**src/rtl/pc_fetch_ctrl.sv**
```systemverilog
// Program counter sequencer with an instruction-fetch handshake and a one-entry redirect slot.
// Optional misaligned-target trap: define PC_ALIGN_CHECK_EN.
module pc_fetch_ctrl #(
   parameter logic [31:0] RESET_VECTOR = 32'h0040_0000,
   parameter logic [31:0] EXC_VECTOR   = 32'h0040_0004
) (
   input  logic        clk,
   input  logic        rst,
   input  logic        imem_ready,
   input  logic        stall,
   input  logic        branch_taken,
   input  logic [31:0] branch_target,
   input  logic        jump,
   input  logic [31:0] jump_target,
   input  logic        exc_req,
   input  logic        eret,
   output logic [31:0] pc,
   output logic [31:0] pc_plus4,
   output logic        fetch_req,
   output logic [31:0] epc,
   output logic        redirect_pending
`ifdef PC_ALIGN_CHECK_EN
   ,
   output logic        misalign_err
`endif
);

   typedef enum logic [1:0] {IDLE, FETCH, STALL} state_t;

   state_t      state_q, state_d;
   logic [31:0] pc_q, pc_d;
   logic [31:0] epc_q, epc_d;
   logic        slot_v_q, slot_v_d;
   logic [31:0] slot_tgt_q, slot_tgt_d;
   logic        fetch_req_q, fetch_req_d;
   logic        redir_v, advance;
   logic [31:0] redir_tgt, npc;
`ifdef PC_ALIGN_CHECK_EN
   logic        slot_exc_q, slot_exc_d;
   logic        merr_q, merr_d;
   logic        npc_exc;
`endif

   assign pc_plus4 = pc_q + 32'd4;

   always_comb begin
      redir_v   = eret | jump | branch_taken;
      redir_tgt = eret ? epc_q : (jump ? jump_target : branch_target);
      npc       = exc_req  ? EXC_VECTOR :
                  slot_v_q ? slot_tgt_q :
                  redir_v  ? redir_tgt  : pc_plus4;
      advance   = ((state_q == FETCH) && imem_ready && !stall) ||
                  ((state_q == STALL) && !stall);
      state_d    = state_q;
      pc_d       = pc_q;
      epc_d      = epc_q;
      slot_v_d   = slot_v_q;
      slot_tgt_d = slot_tgt_q;
`ifdef PC_ALIGN_CHECK_EN
      slot_exc_d = slot_exc_q;
      merr_d     = 1'b0;
      npc_exc    = exc_req | (slot_v_q & slot_exc_q);
`endif
      case (state_q)
         IDLE: state_d = FETCH;
         FETCH, STALL: begin
            // Exceptions always take the slot; other redirects only fill an empty one.
            if (exc_req) begin
               epc_d      = pc_q;
               slot_v_d   = 1'b1;
               slot_tgt_d = EXC_VECTOR;
`ifdef PC_ALIGN_CHECK_EN
               slot_exc_d = 1'b1;
`endif
            end else if (redir_v && !slot_v_q) begin
               slot_v_d   = 1'b1;
               slot_tgt_d = redir_tgt;
`ifdef PC_ALIGN_CHECK_EN
               slot_exc_d = 1'b0;
`endif
            end
            if (advance) begin
               pc_d     = npc;
               slot_v_d = 1'b0;
               state_d  = FETCH;
`ifdef PC_ALIGN_CHECK_EN
               if (!npc_exc && (npc[1:0] != 2'b00)) begin
                  pc_d   = EXC_VECTOR;
                  epc_d  = pc_q;
                  merr_d = 1'b1;
               end
`endif
            end else if ((state_q == FETCH) && imem_ready) begin
               state_d = STALL;
            end
         end
         default: state_d = IDLE;
      endcase
      fetch_req_d = (state_d == FETCH);
   end

   always_ff @(posedge clk) begin
      if (rst) begin
         state_q     <= IDLE;
         pc_q        <= RESET_VECTOR;
         epc_q       <= 32'd0;
         slot_v_q    <= 1'b0;
         slot_tgt_q  <= 32'd0;
         fetch_req_q <= 1'b0;
`ifdef PC_ALIGN_CHECK_EN
         slot_exc_q  <= 1'b0;
         merr_q      <= 1'b0;
`endif
      end else begin
         state_q     <= state_d;
         pc_q        <= pc_d;
         epc_q       <= epc_d;
         slot_v_q    <= slot_v_d;
         slot_tgt_q  <= slot_tgt_d;
         fetch_req_q <= fetch_req_d;
`ifdef PC_ALIGN_CHECK_EN
         slot_exc_q  <= slot_exc_d;
         merr_q      <= merr_d;
`endif
      end
   end

   assign pc               = pc_q;
   assign epc              = epc_q;
   assign fetch_req        = fetch_req_q;
   assign redirect_pending = slot_v_q;
`ifdef PC_ALIGN_CHECK_EN
   assign misalign_err     = merr_q;
`endif

endmodule

```
**config.mk**
```make
export PLATFORM = sky130hd
export DESIGN_NAME = pc_fetch_ctrl
export DESIGN_NICKNAME = d
export VERILOG_FILES = /design/src/rtl/pc_fetch_ctrl.sv
export SDC_FILE = /design/constraint.sdc
export NUM_CORES = 1
export LEC_CHECK = 0
export ABC_CLOCK_PERIOD_IN_PS = 3400
export BUFFER_PORTS_ARGS = -buffer_cell sky130_fd_sc_hd__buf_4
export CELL_PAD_IN_SITES_DETAIL_PLACEMENT = 0
export CELL_PAD_IN_SITES_GLOBAL_PLACEMENT = 1
export CORE_ASPECT_RATIO = 0.8
export CORE_MARGIN = 8
export CORE_UTILIZATION = 37
export DETAILED_ROUTE_END_ITERATION = 8
export PLACE_DENSITY = 0.84
export SKIP_CTS_REPAIR_TIMING = 1
export SLEW_MARGIN = 10
export SYNTH_ARGS = -nofsm -noshare
export SYNTH_HDL_FRONTEND = slang
export SYNTH_SLANG_ARGS = --single-unit
```
**constraint.sdc**
```tcl
create_clock -name clk -period 3.4 [get_ports clk]
set_clock_uncertainty 0.2 [all_clocks]
set_input_delay 0.68 -clock clk [delete_from_list [all_inputs] [get_ports clk]]
set_output_delay 0.68 -clock clk [all_outputs]
set_load 0.05 [all_outputs]
```
==> results_dict.tcl <==
set metrics [dict create \
    status "complete, no violations" \
    syn_area_sq_um 5672 \
    start_kind "flip-flop" \
    rows 40 \
    synth.distinct_cells 65 \
    cts_buffer_depth 2 \
    die_w_um 154.4 \
    cts_inserted_buffers 9 \
    num_vias 6033 \
    p_clk_share_pct 40.5 \
    clk_latency_ps 350 \
    drt_first_pass_iters 5 \
    maxCapViolations 0 \
    crit_arrival_ps 2430 \
    final_common_cell "buf_4" \
    yosysWarnings 0 \
    intPower_uw 2112 \
    period_minus_slack_ps 3308 \
    htree_levels 3 \
    max-vdd-ir-drop_uv 288.4 \
    critPathKind "reg2out" \
    worstHoldEndpoint "slot_tgt_q[22]" \
    hold_path.class "reg2reg" \
    synth-compound-area-share_pct 25.04 \
    synth-main-ff-cell "dfxtp_1" \
    rsz0062_at_grt "false" \
    grt_start_max_net_pins 56 \
    setup_tns_ps 0 \
    hp-start "slot_tgt_q[22]" \
    worstPathRequired_ps 2520 \
    drive_above_1_share_pct 29.64 \
    drc 0 \
    p_sw_share_pct 28.06 \
    final_nets 966 \
    r2r-start "state_q[0]" \
    placed_cell_area_sq_um 7269 \
    finalHoldViolCount 0 \
    io_pins 170 \
    seq_power_share_pct 41.5 \
    synth_edf_count 0 \
    grt_antenna_before_repair 0 \
    coreArea_sq_um 15010 \
    synth-adder-area-share_pct 1.103 \
    place_hpwl_um 15530 \
    antenna_left 0 \
    synth_seq_cells 100 \
    cts_root_buf "clkbuf_16" \
    maxSlewViolCount 0 \
    grt_overflow 0 \
    max-slew-margin-rel_pct 29.33 \
    combPwrFrac_pct 18.0 \
    wl_per_cell_um 19.39 \
    grt_pass1_vias 5732 \
    min_path_cells 2 \
    drt_iter0_drc 499 \
    mostFrequentLayoutCells "buf_4, nand2_1, dfxtp_1, nor2_1, a21oi_1" \
    r2r_slack_ps 490 \
    die_area_sq_um 19570 \
    tritoncts "built" \
    yosys.area_share.simple_pct 22.55 \
    port_buffers 169 \
    syn_inst 738 \
    power_uw 2936 \
    worst_slew_pin_slew_ps 1056 \
    antenna_cells 0 \
    grt_first_pass_wirelength_um 32370 \
    worstReg2RegEnd "pc[26]" \
    ff2ff_path_depth 6 \
    synth.area.mux_share_pct 5.692 \
    p_per_area_nw_per_um2 384.0 \
    cts_sinks 100 \
    routabilityCongestion 0.9232 \
    endpoint_kind "primary output" \
    syn_avg_cell_area_sq_um 7.685 \
    wl_um 21000 \
    start_util_pct 37.78 \
    synth_top_family_by_area "compound AO/OA/AOI/OAI gates" \
    power_switching_uw 823.8 \
    p_leak_uw 0.003178 \
    synth_async_sr_flop_share_pct 0 \
    clkTransAtPathRegs_ps 70 \
    synth_xor_area_share_pct 4.015 \
    synth_fp_nets 815 \
    post_drt_via_cell_ratio 5.571 \
    die_h_um 126.7 \
    synth_seq_area_share_pct 35.30 \
    track_usage_pct 20.79 \
    critPathMaxFanout 11 \
    fin_crit_sh_pct 97.29 \
    fmax_mhz 302.3 \
    syn2layout_area_growth_pct 34.83 \
    setup-violations-final 0 \
    stdcell_area_sq_um 7647 \
]
==> kinds of logic (layout without fill, tap and decap cells) <==
| family | after synthesis | after routing |
|---|---|---|
| flip-flops | 100 | 100 |
| adder cells (fa/ha/maj) | 5 | 5 |
| buffers and inverters | 86 | 242 |
| AND/OR/NAND/NOR | 270 | 270 |
| multiplexers | 32 | 32 |
| AO/OA/AOI/OAI | 219 | 219 |
| XOR/XNOR | 26 | 26 |
==> worst max-delay path by stage <==
stage / startpoint / end / depth (start not counted)
finish: pc[14] / pc_plus4[31] / 6
detailed placement: pc[12] / pc_plus4[25] / 5
floorplan: pc[4] / pc_plus4[19] / 5
global route: pc[19] / pc_plus4[31] / 6
CTS: pc[12] / pc_plus4[25] / 5
global placement: pc[12] / pc_plus4[25] / 5
==> worst max-delay path, stage by stage, from the launching register on <==
cell and delay (ps):
dfxtp_2 460, nand4_1 160, or4_4 640, nor4_4 290, buf_4 180, xor2_2 130, buf_4 210
==> flip-flops by register name (all words and copies together) (netlist names) <==
name and count:
epc 32, pc 32, slot_tgt_q 32, state_q 2, fetch_req 1, redirect_pending 1
==> layer usage <==
metal	global-route usage (%)	up-vias	share of wire, %
met5	0	-	0
met4	5.808	0	1.6
met3	6.685	27	9.3
met2	33.07	269	45
met1	26.53	2809	44
li1	-	2928	-
==> per-stage QoR <==
step | hold WS (ps) | worst slack, ps | util (%) | instances
floorplan | 245.1 | -29.49 | - | 738
CTS | 272.0 | 27.64 | 50.69 | 1082
global route | 289.9 | 6.014 | 50.93 | 1083
global placement | 258.9 | 444.4 | 48.42 | 1066
finish | 270.4 | 92.14 | 50.93 | 1083
detailed placement | 260.5 | 415.9 | 48.42 | 1066
==> cell usage after synthesis (4+ instances only) <==
cell type  count  area share, %
nand2_1      122            8.1
dfxtp_1      100             35
nor2_1        61            4.0
a21oi_1       55            4.9
o21ai_0       53            4.7
clkbuf_1      50            3.3
a22oi_1       37            4.9
mux2i_1       30            5.3
inv_1         16            1.1
buf_2         15            1.3
nand3_1       15            1.3
a22o_1        13            2.0
xnor2_1       13            2.0
xor2_1        13            2.0
nor3_1        10           0.88
a31oi_1        9           0.99
nand2b_1       8           0.88
nor4_1         7           0.77
and3_1         6           0.66
nand4_1        6           0.66
nor2b_1        6           0.66
o22ai_1        6           0.66
a211oi_1       5           0.66
ha_1           5            1.1
nand3b_1       5           0.66
or3_1          5           0.55
a21o_1         4           0.53
a221oi_1       4           0.62
o31a_1         4           0.62
==> power by group through the flow <==
stage | registers, uW | logic, uW | clock network [uW]
6_report | 1220 | 530 | 1190
3_3_place_gp | 1240 | 523 | 0
3_5_place_dp | 1240 | 523 | 0
2_1_floorplan | 1270 | 288 | 0
5_1_grt | 1220 | 568 | 1250
4_1_cts | 1220 | 525 | 1210
==> final cells by class <==
cell class                      count  area [sq um]
Fill cell                        1469          7367
Inverter                           16         60.06
Timing Repair Buffer              210          1577
Sequential cell                   100          2016
Clock inverter                      6         112.6
Clock buffer                       10         229.0
Multi-Input combinational cell    552          3417
Tap cell                          189         236.5
Power figures use the tool's default switching activity.
